<file path="config.mk">
export PLATFORM = sky130hd
export DESIGN_NAME = rr_arbiter32
export DESIGN_NICKNAME = d
export VERILOG_FILES = /design/src/rtl/arb_pkg.sv /design/src/rtl/rr_pick.sv /design/src/rtl/rr_arbiter32.sv
export SDC_FILE = /design/constraint.sdc
export NUM_CORES = 1
export LEC_CHECK = 0
export ABC_AREA = 1
export BUFFER_PORTS_ARGS = -buffer_cell sky130_fd_sc_hd__buf_2
export CAP_MARGIN = 20
export CORE_AREA = 2 2 72 60
export CTS_BUF_LIST = sky130_fd_sc_hd__clkbuf_16
export CTS_CLUSTER_SIZE = 12
export DETAILED_ROUTE_END_ITERATION = 16
export DIE_AREA = 0 0 74 62
export PLACE_DENSITY = 0.78
export SYNTH_ARGS = -nofsm -noshare
export SYNTH_HDL_FRONTEND = slang
export SYNTH_SLANG_ARGS = --single-unit
</file>
<file path="constraint.sdc">
create_clock -name clk -period 3.55 [get_ports clk]
set_input_delay 0.71 -clock clk [delete_from_list [all_inputs] [get_ports clk]]
set_output_delay 0.71 -clock clk [all_outputs]
set_load 0.02 [all_outputs]
</file>
<file path="src/rtl/arb_pkg.sv">
`default_nettype none
// ============================================================================
//  Module      : arb_pkg
//  Description : Shared state encoding and default sizing for the 32-way
//                round-robin arbiter.
//  Revision    : 1.0 - initial release
// ============================================================================
package arb_pkg;

    localparam int c_default_n       = 32;
    localparam int c_default_w       = 5;
    localparam int c_default_timeout = 16;

    typedef enum logic [0:0] {
        IDLE  = 1'b0,
        GRANT = 1'b1
    } arb_state_t;

endpackage : arb_pkg
`default_nettype wire

</file>
<file path="src/rtl/rr_pick.sv">
`default_nettype none
// ============================================================================
//  Module      : rr_pick
//  Description : Combinational round-robin picker: first set request bit at
//                or above ptr, else the first set bit from index 0.
//  Revision    : 1.0 - initial release
// ============================================================================
module rr_pick
    import arb_pkg::*;
#(
    parameter int N = c_default_n,
    parameter int W = c_default_w
) (
    input  logic [N-1:0] req,
    input  logic [W-1:0] ptr,
    output logic         any,
    output logic [W-1:0] idx
);

    logic [N-1:0] w_mask;
    logic [N-1:0] w_hi;
    logic [W-1:0] w_idx_hi;
    logic [W-1:0] w_idx_lo;

    always_comb begin
        w_mask = '0;
        for (int i = 0; i < N; i++) begin
            w_mask[i] = (W'(i) >= ptr);
        end
    end

    assign w_hi = req & w_mask;

    // Descending scan so the lowest set index is the last one written.
    always_comb begin
        w_idx_hi = '0;
        w_idx_lo = '0;
        for (int i = N - 1; i >= 0; i--) begin
            if (w_hi[i]) begin
                w_idx_hi = W'(i);
            end
            if (req[i]) begin
                w_idx_lo = W'(i);
            end
        end
    end

    assign any = |req;
    assign idx = (|w_hi) ? w_idx_hi : w_idx_lo;

endmodule : rr_pick
`default_nettype wire

</file>
<file path="src/rtl/rr_arbiter32.sv">
`default_nettype none
// ============================================================================
//  Module      : rr_arbiter32
//  Description : Round-robin arbiter with locked grants, ack handshake,
//                back-to-back re-arbitration and grant timeout.
//  Revision    : 1.0 - initial release
// ============================================================================
module rr_arbiter32
    import arb_pkg::*;
#(
    parameter int N       = c_default_n,
    parameter int W       = c_default_w,
    parameter int TIMEOUT = c_default_timeout
) (
    input  logic         clk,
    input  logic         rst,
    input  logic [N-1:0] req,
    input  logic         ack,
    output logic         gnt_valid,
    output logic [W-1:0] gnt_idx,
    output logic         timeout_err
);

    localparam int            c_cw       = $clog2(TIMEOUT + 1);
    localparam logic [c_cw-1:0] c_cnt_last = c_cw'(TIMEOUT - 1);
    localparam logic [W-1:0]  c_last_idx = W'(N - 1);

    arb_state_t      r_state;
    arb_state_t      w_state_n;
    logic [W-1:0]    r_ptr;
    logic [W-1:0]    w_ptr_n;
    logic [W-1:0]    r_gnt_idx;
    logic [W-1:0]    w_gnt_idx_n;
    logic [c_cw-1:0] r_cnt;
    logic [c_cw-1:0] w_cnt_n;
    logic            r_timeout_err;
    logic            w_timeout_err_n;

    logic [W-1:0]    w_idx_inc;
    logic [W-1:0]    w_pick_ptr;
    logic            w_pick_any;
    logic [W-1:0]    w_pick_idx;

    assign w_idx_inc  = (r_gnt_idx == c_last_idx) ? '0 : r_gnt_idx + W'(1);
    // While granting, the picker is only consulted on ack, where priority
    // starts just past the retiring grant.
    assign w_pick_ptr = (r_state == GRANT) ? w_idx_inc : r_ptr;

    rr_pick #(
        .N (N),
        .W (W)
    ) u_pick (
        .req (req),
        .ptr (w_pick_ptr),
        .any (w_pick_any),
        .idx (w_pick_idx)
    );

    always_comb begin
        w_state_n       = r_state;
        w_ptr_n         = r_ptr;
        w_gnt_idx_n     = r_gnt_idx;
        w_cnt_n         = r_cnt;
        w_timeout_err_n = 1'b0;
        case (r_state)
            IDLE: begin
                if (w_pick_any) begin
                    w_state_n   = GRANT;
                    w_gnt_idx_n = w_pick_idx;
                    w_cnt_n     = '0;
                end
            end
            GRANT: begin
                if (ack) begin
                    w_ptr_n = w_idx_inc;
                    if (w_pick_any) begin
                        w_gnt_idx_n = w_pick_idx;
                        w_cnt_n     = '0;
                    end else begin
                        w_state_n = IDLE;
                    end
                end else if (r_cnt == c_cnt_last) begin
                    w_state_n       = IDLE;
                    w_timeout_err_n = 1'b1;
                    w_ptr_n         = w_idx_inc;
                end else begin
                    w_cnt_n = r_cnt + c_cw'(1);
                end
            end
            default: begin
                w_state_n = IDLE;
            end
        endcase
    end

    always_ff @(posedge clk) begin
        if (rst) begin
            r_state       <= IDLE;
            r_ptr         <= '0;
            r_gnt_idx     <= '0;
            r_cnt         <= '0;
            r_timeout_err <= 1'b0;
        end else begin
            r_state       <= w_state_n;
            r_ptr         <= w_ptr_n;
            r_gnt_idx     <= w_gnt_idx_n;
            r_cnt         <= w_cnt_n;
            r_timeout_err <= w_timeout_err_n;
        end
    end

    assign gnt_valid   = (r_state == GRANT);
    assign gnt_idx     = r_gnt_idx;
    assign timeout_err = r_timeout_err;

endmodule : rr_arbiter32
`default_nettype wire

</file>
# After elaboration in Yosys (flattened, before gate mapping)

Index checks and enable logic that the tools add are counted.

$add $sub $neg: 2
Multiply operators: 0
Divide/modulo/power cells: 0
$lt $le $gt $ge: 32
Eq/ne operators: 4
Shift-type cells: 0
Mux-type cells: 81
Bitwise logic cells: 2
Reductions and logical operators: 5

Operator list:

| cell                                                                                | count |
|---|---|
| 5-bit 2-to-1 mux                                                                    | 74 |
| 5-bit greater-or-equal comparator (first input constant)                            | 16 |
| 32-bit OR reduction                                                                 | 2 |
| 4-bit by 5-bit greater-or-equal comparator with 1-bit output (first input constant) | 8 |
| 32-bit AND                                                                          | 1 |
| 3-bit by 5-bit greater-or-equal comparator with 1-bit output (first input constant) | 4 |
| 5-bit one-hot mux with 2 select lines                                               | 2 |
| 5-bit by 1-bit adder with 5-bit output (second input constant)                      | 2 |
| 1-bit by 5-bit greater-or-equal comparator with 1-bit output (first input constant) | 2 |
| 2-bit by 5-bit greater-or-equal comparator with 1-bit output (first input constant) | 2 |
| 5-bit by 4-bit == test with 1-bit output (second input constant)                    | 1 |
| 5-bit == test (second input constant)                                               | 1 |
| 1-bit 2-to-1 mux                                                                    | 4 |
| 3-bit inequality test (second input constant)                                       | 1 |
| 3-bit OR reduction                                                                  | 1 |
| 2-bit inequality test (second input constant)                                       | 1 |
| 1-bit one-hot mux with 2 select lines                                               | 1 |
| 2-bit AND reduction                                                                 | 1 |
| 2-bit nonzero test                                                                  | 1 |
| 1-bit inverter                                                                      | 1 |

Register bits: 17
Bits in latches: 0
Memory bits (writable): 0
Bits in read-only memories: 0
Input bits: 35
Output and inout port bits: 7
Memories: 0

# Logic depth before layout (Yosys ltp)

Gate-level depths: netlist (run 1).

Depth after elaboration: 41
Depth in mapped cells: 42
Mapped depth without buffers: 42

# Cells and area by module

A second synthesis (run 1) with hierarchy kept.

Cell total of the unflattened synthesis: 420
Area total of the unflattened synthesis: 2190.9 um^2

By module, submodules not included:

| module       | times used | cells each | area each (um^2) | seq. area each (um^2) |
|---|---|---|---|---|
| rr_pick      | 1          | 304        | 1348.8           | 0.0 |
| rr_arbiter32 | 1          | 116        | 842.1            | 340.3 |

# Worst setup path after synthesis (run 1)

No wires, ideal clock.

Kind: reg2reg
Start point: register r_gnt_idx[0], in the netlist gnt_idx[0]
End point: register r_gnt_idx[0], in the netlist gnt_idx[0]
Arrival: 3140 ps
Path slack: 288 ps
Stages on the path, launching flop included: 40
Buffers on the path: 0
Path through: dfxtp_1 ha_1 nand2_1 nor2_1 ha_1 inv_1 nand3_1 nand2_1 nand2_2 inv_1 nor2_1 inv_1 nor2_1 o21ai_0 nand2_1 nand2_1 nand2_1 nand2_1 [... 4 more ...] nand2_1 nand2_1 nand2_1 nand2_1 nand2_1 nand2_1 nand2_1 nand2_1 nand2_1 nand2_1 nand2_1 nand2_1 nand2_1 nand2_1 nand2_1 nand2_1 nand2_1 a21oi_2

Cells in the longest elaborated chain, start to end: 41
Elaborated cells between the ends (all ways): 74
Those cells by class: add/sub (1); order compare (32); eq/ne (1); mux (38); bitwise (1); reduce/logical (1)

Ends and longest elaborated chain:

| what                                                                    | line                                   | source |
|---|---|---|
| start: declaration                                                      | rr_arbiter32.sv:32                     | `logic [W-1:0] r_gnt_idx;` |
| start signal: assignment                                                | rr_arbiter32.sv:106                    | `r_gnt_idx <= w_gnt_idx_n;` |
| 5-bit by 1-bit adder with 5-bit output or 5-bit == test (tied branches) | rr_arbiter32.sv:44                     | `assign w_idx_inc = (r_gnt_idx == c_last_idx) ? '0 : r_gnt_idx + W'(1);` |
| 5-bit 2-to-1 mux                                                        | rr_arbiter32.sv:44                     |  |
| 5-bit 2-to-1 mux                                                        | rr_arbiter32.sv:47                     | `assign w_pick_ptr = (r_state == GRANT) ? w_idx_inc : r_ptr;` |
| 5-bit greater-or-equal comparator                                       | rr_pick.sv:28                          | `w_mask[i] = (W'(i) >= ptr);` |
| 32-bit AND                                                              | rr_pick.sv:32                          | `assign w_hi = req & w_mask;` |
| 5-bit 2-to-1 mux (32 in series)                                         | rr_pick.sv:39                          | `if (w_hi[i]) begin` |
| 5-bit 2-to-1 mux                                                        | rr_pick.sv:49                          | `assign idx = (\|w_hi) ? w_idx_hi : w_idx_lo;` |
| 5-bit 2-to-1 mux (*)                                                    | rr_arbiter32.sv:67, rr_arbiter32.sv:76 |  |
| 5-bit 2-to-1 mux                                                        | rr_arbiter32.sv:74                     | `if (ack) begin` |
| 5-bit one-hot mux with 2 select lines (*)                               | rr_arbiter32.sv:65                     | `case (r_state)` |

Every way passes the cells marked *; elsewhere a longest branch is shown, timed or not. The select of a mux whose other input is x is not followed.
A chain may end at the register's enable or synchronous reset.

# Worst setup path after layout (run 1)

Start point: register r_gnt_idx[1], in the netlist gnt_idx[1]
End point: register r_gnt_idx[0], in the netlist gnt_idx[0]

Cells in the longest elaborated chain, start to end: 41
Elaborated cells between the ends (all ways): 74
Those cells by class: add/sub (1); order compare (32); eq/ne (1); mux (38); bitwise (1); reduce/logical (1)

Ends and longest elaborated chain:

| what                                                                    | line |
|---|---|
| 5-bit by 1-bit adder with 5-bit output or 5-bit == test (tied branches) | rr_arbiter32.sv:44 |
| 5-bit 2-to-1 mux (*)                                                    | rr_arbiter32.sv:44 |
| 5-bit 2-to-1 mux (*)                                                    | rr_arbiter32.sv:47 |
| 5-bit greater-or-equal comparator                                       | rr_pick.sv:28 |
| 32-bit AND (*)                                                          | rr_pick.sv:32 |
| 5-bit 2-to-1 mux (32 in series)                                         | rr_pick.sv:39 |
| 5-bit 2-to-1 mux (*)                                                    | rr_pick.sv:49 |
| 5-bit 2-to-1 mux (*)                                                    | rr_arbiter32.sv:67, rr_arbiter32.sv:76 |
| 5-bit 2-to-1 mux                                                        | rr_arbiter32.sv:74 |
| 5-bit one-hot mux with 2 select lines (*)                               | rr_arbiter32.sv:65 |

Marks and branches as above.

==> results.sh, run 1 <==
export IMPL_syn_area_sq_um=2042
export IMPL_grt_start_max_net_pins=16
export IMPL_setup_ws_ns=0.1625
export IMPL_clockBufferDepth=2
export IMPL_cts_buffers=3
export IMPL_final_cell_mix="nand2_1 (86), inv_1 (64), nor2_1 (55), buf_2 (41), buf_4 (26)"
export IMPL_grt_usage=0.2836
export IMPL_muxShareOfSynthArea=0
export IMPL_r2r_start="gnt_idx[1]$_SDFFE_PP0P_"
export IMPL_synth_nets=421
export IMPL_irDropWorstVdd_v=0.0001579
export IMPL_clockRootBuffer="clkbuf_16"
export IMPL_mostFrequentLayoutCell="nand2_1"
export IMPL_place_area_sq_um=2386
export IMPL_cp_common_cell="nand2_1"
export IMPL_drv_cap=0
export IMPL_core_sq_um=3968
export IMPL_worst_pin_slew_ns=0.6570
export IMPL_post_dp_hpwl_um=4974
export IMPL_port_buffers=41
export IMPL_whs_ns=0.4663
export IMPL_globalplace_congestion=0.9398
export IMPL_synth_xor_area_frac=0.004289
export IMPL_h_tree_depth=1
export IMPL_slew_headroom=0.5604
export IMPL_synth_seq_cells=17
export IMPL_path_max_fanout=6
export IMPL_sw_frac_of_total=0.4008
export IMPL_syn2layout_area_growth_pct=33.70
export IMPL_synthSimpleGateAreaFrac=0.4424
export IMPL_cp_start_kind="flip-flop"
export IMPL_worstSetupPathType="flip-flop to flip-flop"
export IMPL_pin_count=42
export IMPL_crit_slowest_cell="dfxtp_4"
export IMPL_final_design_area_no_fill_sq_um=2730
export IMPL_crit_path_start="gnt_idx[1]$_SDFFE_PP0P_"
export IMPL_fin_crit_ns=3.388
export IMPL_cts_hold_buf=0
export IMPL_p_leak_nw=1.336
export IMPL_worstPathRequired_ns=3.74
export IMPL_pre_cts_ws_ns=-0.06776
export IMPL_antennaDiodeCount=0
export IMPL_fin_tns_setup_ns=0
export IMPL_synth_top_family_by_area="simple AND/OR/NAND/NOR gates"
export IMPL_drt_iter0_markers=402
export IMPL_synth_warnings=0
export IMPL_min_period_over_period=0.9542
export IMPL_initial_utilization=0.5147
export IMPL_grt_overflow_total=0
export IMPL_via_count=2860
export IMPL_path_clk_slew_ns=0.05
export IMPL_slew_violations=0
export IMPL_grt_pass1_wl_um=9998
export IMPL_min_path_type="flip-flop to flip-flop"
export IMPL_pwr_share_clk=0.278
export IMPL_grt_pass1_vias=2206
export IMPL_fin_util=0.6881
export IMPL_die_h_um=62
export IMPL_dp_cells=488
export IMPL_ff2ff_setup_slack_ns=0.16
export IMPL_p_per_area_nw_per_um2=308.8
export IMPL_setup_violations=0
export IMPL_dr_pass1_iters=5
export IMPL_antenna_left=0
export IMPL_wire_per_inst_um=13.89
export IMPL_power_frac_seq=0.263
export IMPL_synth_compound_area_frac=0.2212
export IMPL_synth_distinct_cells=33
export IMPL_antenna_found_initial=0
export IMPL_end_kind="flip-flop"
export IMPL_internal_power_mw=0.5051
export IMPL_yosysSeqAreaShare=0.1667
export IMPL_clk_insertion_delay_late_ns=0.26
export IMPL_syn_inst=382
export IMPL_syn_avg_cell_area_sq_um=5.345
export IMPL_cts_tree="yes"
export IMPL_row_count=21
export IMPL_synth_adder_area_share=0.02451
export IMPL_hp_start="r_cnt[4]$_SDFFE_PP0P_"
export IMPL_skew_ns=0.001646
export IMPL_die_x_um=74
export IMPL_drive_above_1_share=0.2472
export IMPL_fmax_mhz=295.2
export IMPL_drc=0
export IMPL_die_area_sq_um=4588
export IMPL_p_comb_frac=0.459
export IMPL_final_cells=506
export IMPL_rsz0062_at_grt="yes"
export IMPL_final_hold_viol_count=0
export IMPL_cp_slowest_stage_delay_ns=0.36
export IMPL_outcome="completed"
export IMPL_finalPower_mw=0.8430
export IMPL_fin_nets=489
export IMPL_p_sw_mw=0.3379
export IMPL_cts_sinks=17
export IMPL_via_per_inst=5.652
export IMPL_routed_wl_um=7028
export IMPL_arrival_ns=3.58
## timing repair
item	in CTS	in global routing
pin swaps	0	13
endpoints found under the setup margin	1	5
buffers inserted	0	14
gates cloned	0	0
resized for setup	3	40
## flip-flops by register name (all words and copies together) (netlist names)
name         flops
timeout_err      1
gnt_valid        1
gnt_idx          5
r_cnt            5
r_ptr            5
## power by group through the flow
stage / Clock (mW) / Sequential (mW) / Combinational, mW
after floorplan: 0 / 0.228 / 0.193
final: 0.234 / 0.222 / 0.387
after detailed placement: 0 / 0.220 / 0.313
after global placement: 0 / 0.219 / 0.312
after CTS: 0.230 / 0.216 / 0.318
after global routing: 0.241 / 0.223 / 0.422
## synth_stat cells, drive strengths merged
master,n,area share
a211oi,4,0.015
a21boi,1,0.0037
a21oi,24,0.063
a311oi,1,0.0043
a31oi,5,0.015
buf,1,0.0055
clkbuf,3,0.0055
dfxtp,17,0.17
ha,4,0.025
inv,70,0.13
nand2,93,0.17
nand3,26,0.066
nand4,11,0.034
nor2,62,0.12
nor3,10,0.025
nor4,4,0.012
nor4b,1,0.0043
o211ai,8,0.029
o21ai,28,0.072
o311ai,1,0.0043
o31ai,4,0.015
or2,3,0.0092
xor2,1,0.0043
## kinds of logic after synthesis
logic type                 Yosys count
xor gates and xnor gates             1
DFF                                 17
adders and majority gates            4
AOI/OAI and AO/OA                   76
and+or+nand+nor                    210
buffers and inverters               74
## area by class of cell
| type | count | area, sq um |
|---|---|---|
| flip-flops and latches | 17 | 346.6 |
| multi-input cells | 291 | 1564 |
| well taps | 57 | 71.32 |
| clock inverters | 1 | 5.005 |
| repair buffers | 67 | 400.4 |
| fillers | 340 | 1237 |
| clock buffers | 3 | 75.07 |
| inverters | 70 | 267.8 |
## metal layers
layer	global-route usage	part of all wire
met1	0.4165	0.43
met2	0.4439	0.44
met3	0.03871	0.10
met4	0.06234	0.029
met5	0	0
## worst paths after layout
kind | end | cells after the start
setup / recovery | gnt_idx[0]$_SDFFE_PP0P_ | 39
hold / removal | r_cnt[4]$_SDFFE_PP0P_ | 2
setup reg to reg | gnt_idx[0]$_SDFFE_PP0P_ | 39
hold reg to reg | r_cnt[4]$_SDFFE_PP0P_ | 2
## critical path, delay by kind of cell, from the launching register on
kind | cells | cell delay [ns]
AOI/OAI and AO/OA | 1 | 0.10
adders and majority gates | 2 | 0.34
buffers and inverters | 1 | 0.08
DFF | 1 | 0.36
and+or+nand+nor | 35 | 2.45
Note: power is estimated with default switching activity, not from simulation.
==> run 2, diff against run 1 <==
--- a/config.mk
+++ b/config.mk
@@ -8,12 +8,13 @@
 export ABC_AREA = 1
 export BUFFER_PORTS_ARGS = -buffer_cell sky130_fd_sc_hd__buf_2
 export CAP_MARGIN = 20
-export CORE_AREA = 2 2 72 60
+export CORE_AREA = 2 2 79 66
 export CTS_BUF_LIST = sky130_fd_sc_hd__clkbuf_16
 export CTS_CLUSTER_SIZE = 12
 export DETAILED_ROUTE_END_ITERATION = 16
-export DIE_AREA = 0 0 74 62
-export PLACE_DENSITY = 0.78
+export DIE_AREA = 0 0 81 68
+export PLACE_DENSITY = 0.66
+export SETUP_SLACK_MARGIN = 0.2
 export SYNTH_ARGS = -nofsm -noshare
 export SYNTH_HDL_FRONTEND = slang
 export SYNTH_SLANG_ARGS = --single-unit
==> run 2 against run 1 <==
Routed wire length decreased by 6.2%. Clock skew increased by 0.0016 ns. Clock power decreased by 4%. Critical path type unchanged. Sequential cell count unchanged. First-iteration DRC count decreased by 50%. Largest power group unchanged. Sequential share of layout area decreased by 0.058 points. Critical path depth increased by 1. Worst hold slack got worse by 0.0029 ns. Total power decreased by 3.6%.
==> results.sh, run 2 (synthesis gave the netlist of run 1 again) <==
export IMPL_via_per_inst=5.306
export IMPL_fin_crit_ns=3.277
export IMPL_min_period_over_period=0.9232
export IMPL_place_area_sq_um=2407
export IMPL_grt_pass1_vias=2261
export IMPL_drt_iter0_markers=201
export IMPL_sw_frac_of_total=0.3896
export IMPL_dr_pass1_iters=5
export IMPL_slew_headroom=0.5399
export IMPL_path_max_fanout=5
export IMPL_final_cells=510
export IMPL_cts_buffers=3
export IMPL_p_leak_nw=1.334
export IMPL_die_h_um=68
export IMPL_routed_wl_um=6592
export IMPL_grt_pass1_wl_um=10090
export IMPL_antenna_left=0
export IMPL_h_tree_depth=1
export IMPL_drv_cap=0
export IMPL_clk_insertion_delay_late_ns=0.25
export IMPL_wire_per_inst_um=12.93
export IMPL_met2_usage=0.3709
export IMPL_antenna_found_initial=0
export IMPL_grt_overflow_total=0
export IMPL_n_fill_cell=492
export IMPL_cts_sinks=17
export IMPL_slew_violations=0
export IMPL_via_count=2706
export IMPL_irDropWorstVdd_v=0.0002019
export IMPL_worstSetupPathType="flip-flop to flip-flop"
export IMPL_die_x_um=81
export IMPL_pwr_share_clk=0.275
export IMPL_drive_above_1_share=0.2545
export IMPL_antennaDiodeCount=0
export IMPL_skew_ns=0.003217
export IMPL_syn2layout_area_growth_pct=34.31
export IMPL_p_comb_frac=0.451
export IMPL_p_sw_mw=0.3165
export IMPL_arrival_ns=3.40
export IMPL_final_cell_mix="nand2_1 (84), inv_1 (64), nor2_1 (57), buf_2 (41), buf_4 (25)"
export IMPL_grtUsageMet3=0.03034
export IMPL_end_kind="flip-flop"
export IMPL_post_dp_hpwl_um=5072
export IMPL_fin_nets=488
export IMPL_pin_count=42
export IMPL_grt_use_met1=0.3458
export IMPL_cp_start_kind="flip-flop"
export IMPL_die_area_sq_um=5508
export IMPL_outcome="completed"
export IMPL_dp_cells=495
export IMPL_internal_power_mw=0.4958
export IMPL_power_frac_seq=0.273
export IMPL_port_buffers=41
export IMPL_final_hold_viol_count=0
export IMPL_core_sq_um=4777
export IMPL_mostFrequentLayoutCell="nand2_1"
export IMPL_p_per_area_nw_per_um2=296.2
export IMPL_worst_pin_slew_ns=0.6876
export IMPL_clockRootBuffer="clkbuf_16"
export IMPL_busiest_layer="met2"
export IMPL_cp_common_cell="nand2_1"
export IMPL_initial_utilization=0.4274
export IMPL_min_path_type="flip-flop to flip-flop"
export IMPL_final_design_area_no_fill_sq_um=2743
export IMPL_globalplace_congestion=0.9770
export IMPL_multi_input_area_sq_um=1578
export IMPL_path_clk_slew_ns=0.05
export IMPL_rsz0062_at_grt="yes"
export IMPL_worstPathRequired_ns=3.68
export IMPL_seq_area_sq_um=346.6
export IMPL_setup_violations=0
export IMPL_clockBufferDepth=2
export IMPL_grt_start_max_net_pins=16
export IMPL_cts_tree="yes"
export IMPL_crit_slowest_cell="dfxtp_4"
export IMPL_drc=0
export IMPL_fmax_mhz=305.1
export IMPL_cp_slowest_stage_delay_ns=0.36
export IMPL_row_count=23
export IMPL_grt_usage=0.2317
-- run 2: cell types whose count changed in the layout (fill, tap and decap cells not counted), sizes merged --
cell / before / now
buf: 67 / 66
-- run 2: routing by layer --
layer	part of all wire	wire length (um)
met3	0.068	450
met5	0	0
met2	0.45	2985
met4	0.0055	36
met1	0.47	3120
-- run 2: cell type report --
type                    count  area share
inverters                  70     0.09763
clock inverters             1    0.001825
clock buffers               3     0.02737
flip-flops and latches     17      0.1264
repair buffers             66      0.1432
well taps                  62     0.02828
multi-input cells         291      0.5753
-- run 2: path summary, 6_finish.rpt --
check	from	endpoint	slack (ns)	cells past startpoint
worst min register to register	r_cnt[4]$_SDFFE_PP0P_	r_cnt[4]$_SDFFE_PP0P_	0.46	2
worst max register to register	gnt_idx[1]$_SDFFE_PP0P_	gnt_idx[0]$_SDFFE_PP0P_	0.27	40
worst max-delay path	gnt_idx[1]$_SDFFE_PP0P_	gnt_idx[0]$_SDFFE_PP0P_	0.27	40
worst min-delay path	r_cnt[4]$_SDFFE_PP0P_	r_cnt[4]$_SDFFE_PP0P_	0.46	2
-- run 2: stage by stage --
step | TNS, ns | total power [mW] | setup WS, ns | utilization | hold slack, ns
global placement | 0 | 0.5367 | 0.1369 | 0.5039 | 0.4503
detailed placement | 0 | 0.5346 | 0.08286 | 0.5039 | 0.4593
global route | -0.02888 | 0.8684 | -0.02888 | 0.5741 | 0.4761
CTS | 0 | 0.7754 | 0.2046 | 0.5338 | 0.4656
finish | 0 | 0.8123 | 0.2727 | 0.5741 | 0.4634
floorplan | 0 | 0.4214 | 0.2882 | - | 0.4332
-- run 2: power by group through the flow --
stage / Combinational, mW / Clock [mW] / Sequential [mW]
2_1_floorplan: 0.193 / 0 / 0.228
3_3_place_gp: 0.317 / 0 / 0.220
3_5_place_dp: 0.314 / 0 / 0.220
4_1_cts: 0.330 / 0.229 / 0.216
5_1_grt: 0.408 / 0.237 / 0.223
6_report: 0.367 / 0.224 / 0.222
-- run 2: critical path: cells and delay by family (launching register included) --
kind | cells | cell delay (ns)
simple gates | 34 | 1.98
flops | 1 | 0.36
fa+ha+maj | 2 | 0.34
compound gates | 2 | 0.31
buf+inv | 2 | 0.16
-- run 2: timing repair --
| action | in CTS | in global routing |
|---|---|---|
| setup endpoints to repair | 2 | 5 |
| setup buffers | 3 | 8 |
| pin swaps | 2 | 17 |
| cloned | 0 | 0 |
| hold buffers | 0 | 0 |
| resized for setup | 13 | 33 |
==> run 3, diff against run 2 <==
==> constraint.sdc (replaced) <==
create_clock -name clk -period 4.05 [get_ports clk]
set_input_delay 0.81 -clock clk [delete_from_list [all_inputs] [get_ports clk]]
set_output_delay 0.81 -clock clk [all_outputs]
set_load 0.02 [all_outputs]
==> run 3 against run 2 <==
Sequential cell count did not move. Critical path type unchanged. Clock skew shrank 0.0020 ns. Register-to-register slack gained 0.25 ns. Clock-buffer cell count unchanged. Critical path depth is 1 higher. First-iteration DRC count rose by 35%. Critical endpoint unchanged. Highest routed layer unchanged.
==> results.sh, run 3 (synthesis gave the netlist of run 1 again) <==
export IMPL_grt_overflow_total=0
export IMPL_core_sq_um=4777
export IMPL_cts_hold_buf=0
export IMPL_routed_wl_um=6556
export IMPL_dr_pass1_iters=6
export IMPL_hp_start="r_cnt[4]$_SDFFE_PP0P_"
export IMPL_path_clk_slew_ns=0.05
export IMPL_antennaDiodeCount=0
export IMPL_die_h_um=68
export IMPL_clockBufferDepth=2
export IMPL_wire_per_inst_um=13.11
export IMPL_r2r_start="gnt_idx[0]$_SDFFE_PP0P_"
export IMPL_min_period_over_period=0.8698
export IMPL_cts_tree="yes"
export IMPL_grt_pass1_vias=2249
export IMPL_drc=0
export IMPL_row_count=23
export IMPL_drive_above_1_share=0.1986
export IMPL_worst_pin_slew_ns=0.6367
export IMPL_clk_insertion_delay_late_ns=0.25
export IMPL_irDropWorstVdd_v=0.0001239
export IMPL_fmax_mhz=283.9
export IMPL_slew_violations=0
export IMPL_crit_path_start="gnt_idx[0]$_SDFFE_PP0P_"
export IMPL_die_x_um=81
export IMPL_fin_nets=478
export IMPL_globalplace_congestion=0.9320
export IMPL_mostFrequentLayoutCell="nand2_1"
export IMPL_pin_count=42
export IMPL_fin_tns_setup_ns=0
export IMPL_via_per_inst=5.360
export IMPL_cp_common_cell="nand2_1"
export IMPL_via_count=2680
export IMPL_port_buffers=41
export IMPL_fin_util=0.5380
export IMPL_arrival_ns=3.70
export IMPL_rsz0062_at_grt="no"
export IMPL_final_cell_mix="nand2_1 (89), inv_1 (65), nor2_1 (58), buf_2 (41), nand3_1 (24)"
export IMPL_cp_slowest_stage_delay_ns=0.34
export IMPL_outcome="completed"
export IMPL_skew_ns=0.001183
export IMPL_cp_top_family="simple AND/OR/NAND/NOR gates"
export IMPL_critical_path_buf_inv_count=0
export IMPL_die_area_sq_um=5508
export IMPL_antenna_found_initial=0
export IMPL_cts_sinks=17
export IMPL_cp_start_kind="flip-flop"
export IMPL_p_leak_nw=1.265
export IMPL_setup_violations=0
export IMPL_worstSetupPathType="flip-flop to flip-flop"
export IMPL_path_max_fanout=6
export IMPL_h_tree_depth=1
export IMPL_final_hold_viol_count=0
export IMPL_p_per_area_nw_per_um2=269.0
export IMPL_initial_utilization=0.4274
export IMPL_drt_iter0_markers=272
export IMPL_grt_start_max_net_pins=16
export IMPL_antenna_left=0
export IMPL_syn2layout_area_growth_pct=25.86
export IMPL_end_kind="flip-flop"
export IMPL_post_dp_hpwl_um=5037
export IMPL_grt_usage=0.2359
export IMPL_slew_headroom=0.5739
export IMPL_fin_crit_ns=3.523
export IMPL_crit_slowest_cell="dfxtp_2"
export IMPL_cts_buffers=3
export IMPL_clockRootBuffer="clkbuf_16"
export IMPL_min_path_type="flip-flop to flip-flop"
export IMPL_drv_cap=0
export IMPL_grt_pass1_wl_um=10140
export IMPL_worstPathRequired_ns=4.23
==> run 3: changes by cell type in the layout (fill, tap and decap cells not counted), sizes merged <==
cell  previous run  this run
buf             66        56
==> run 3: timing repair <==
action / CTS / global route
gates resized for setup: 1 / 23
pin swaps: 0 / 5
setup endpoints to repair: 1 / 4
setup buffers: 0 / 15
endpoints found under the hold margin: 0 / 0
cloned: 0 / 0
==> run 3: worst reg2reg max path, delay by kind of cell (launching register included) <==
family	cells	cell delay [ns]
and+or+nand+nor	37	2.48
adders and majority gates	2	0.39
DFF	1	0.34
AOI/OAI and AO/OA	2	0.25
==> run 3: final cells by class <==
| cell class | count | area, sq um |
|---|---|---|
| clock inverter | 1 | 3.754 |
| multi-input combinational | 291 | 1485 |
| fill | 503 | 2207 |
| sequential | 17 | 342.8 |
| inverter | 70 | 267.8 |
| tap | 62 | 77.57 |
| timing repair buffer | 56 | 317.8 |
| clock buffer | 3 | 75.07 |
==> run 3: routing by layer <==
metal,vias up,GRT usage,share of wire
li1,1373,-,-
met1,1180,0.3447,0.48
met2,118,0.3626,0.43
met3,9,0.03826,0.085
met4,0,0.05297,0.012
met5,-,0,0
==> run 3: final timing paths <==
path / to / slack (ns) / depth (start not counted)
max reg2reg: gnt_idx[0]$_SDFFE_PP0P_ / 0.53 / 41
min reg2reg: r_cnt[4]$_SDFFE_PP0P_ / 0.46 / 2
min: r_cnt[4]$_SDFFE_PP0P_ / 0.46 / 2
max: gnt_idx[0]$_SDFFE_PP0P_ / 0.53 / 41
==> run 3: where the power goes <==
part           leakage, nW  total (mW)  switching [mW]  internal (mW)
logic                 1.08       0.303           0.195          0.107
clock network       0.0423       0.194          0.0633          0.131
registers            0.140       0.194          0.0142          0.180
==> run 3: through the flow <==
stage               instances  worst slack, ns  total power [mW]  hold slack, ns  instance area [sq um]
finish                    500           0.5272            0.6914          0.4622                   2570
global route              500           0.1547            0.7369          0.4931                   2570
CTS                       485           0.2288            0.6449          0.4633                   2384
detailed placement        481           0.1500            0.4466          0.4568                   2302
global placement          481           0.1945            0.4484          0.4501                   2302
floorplan                 382           0.7882            0.3693          0.4332                   2042
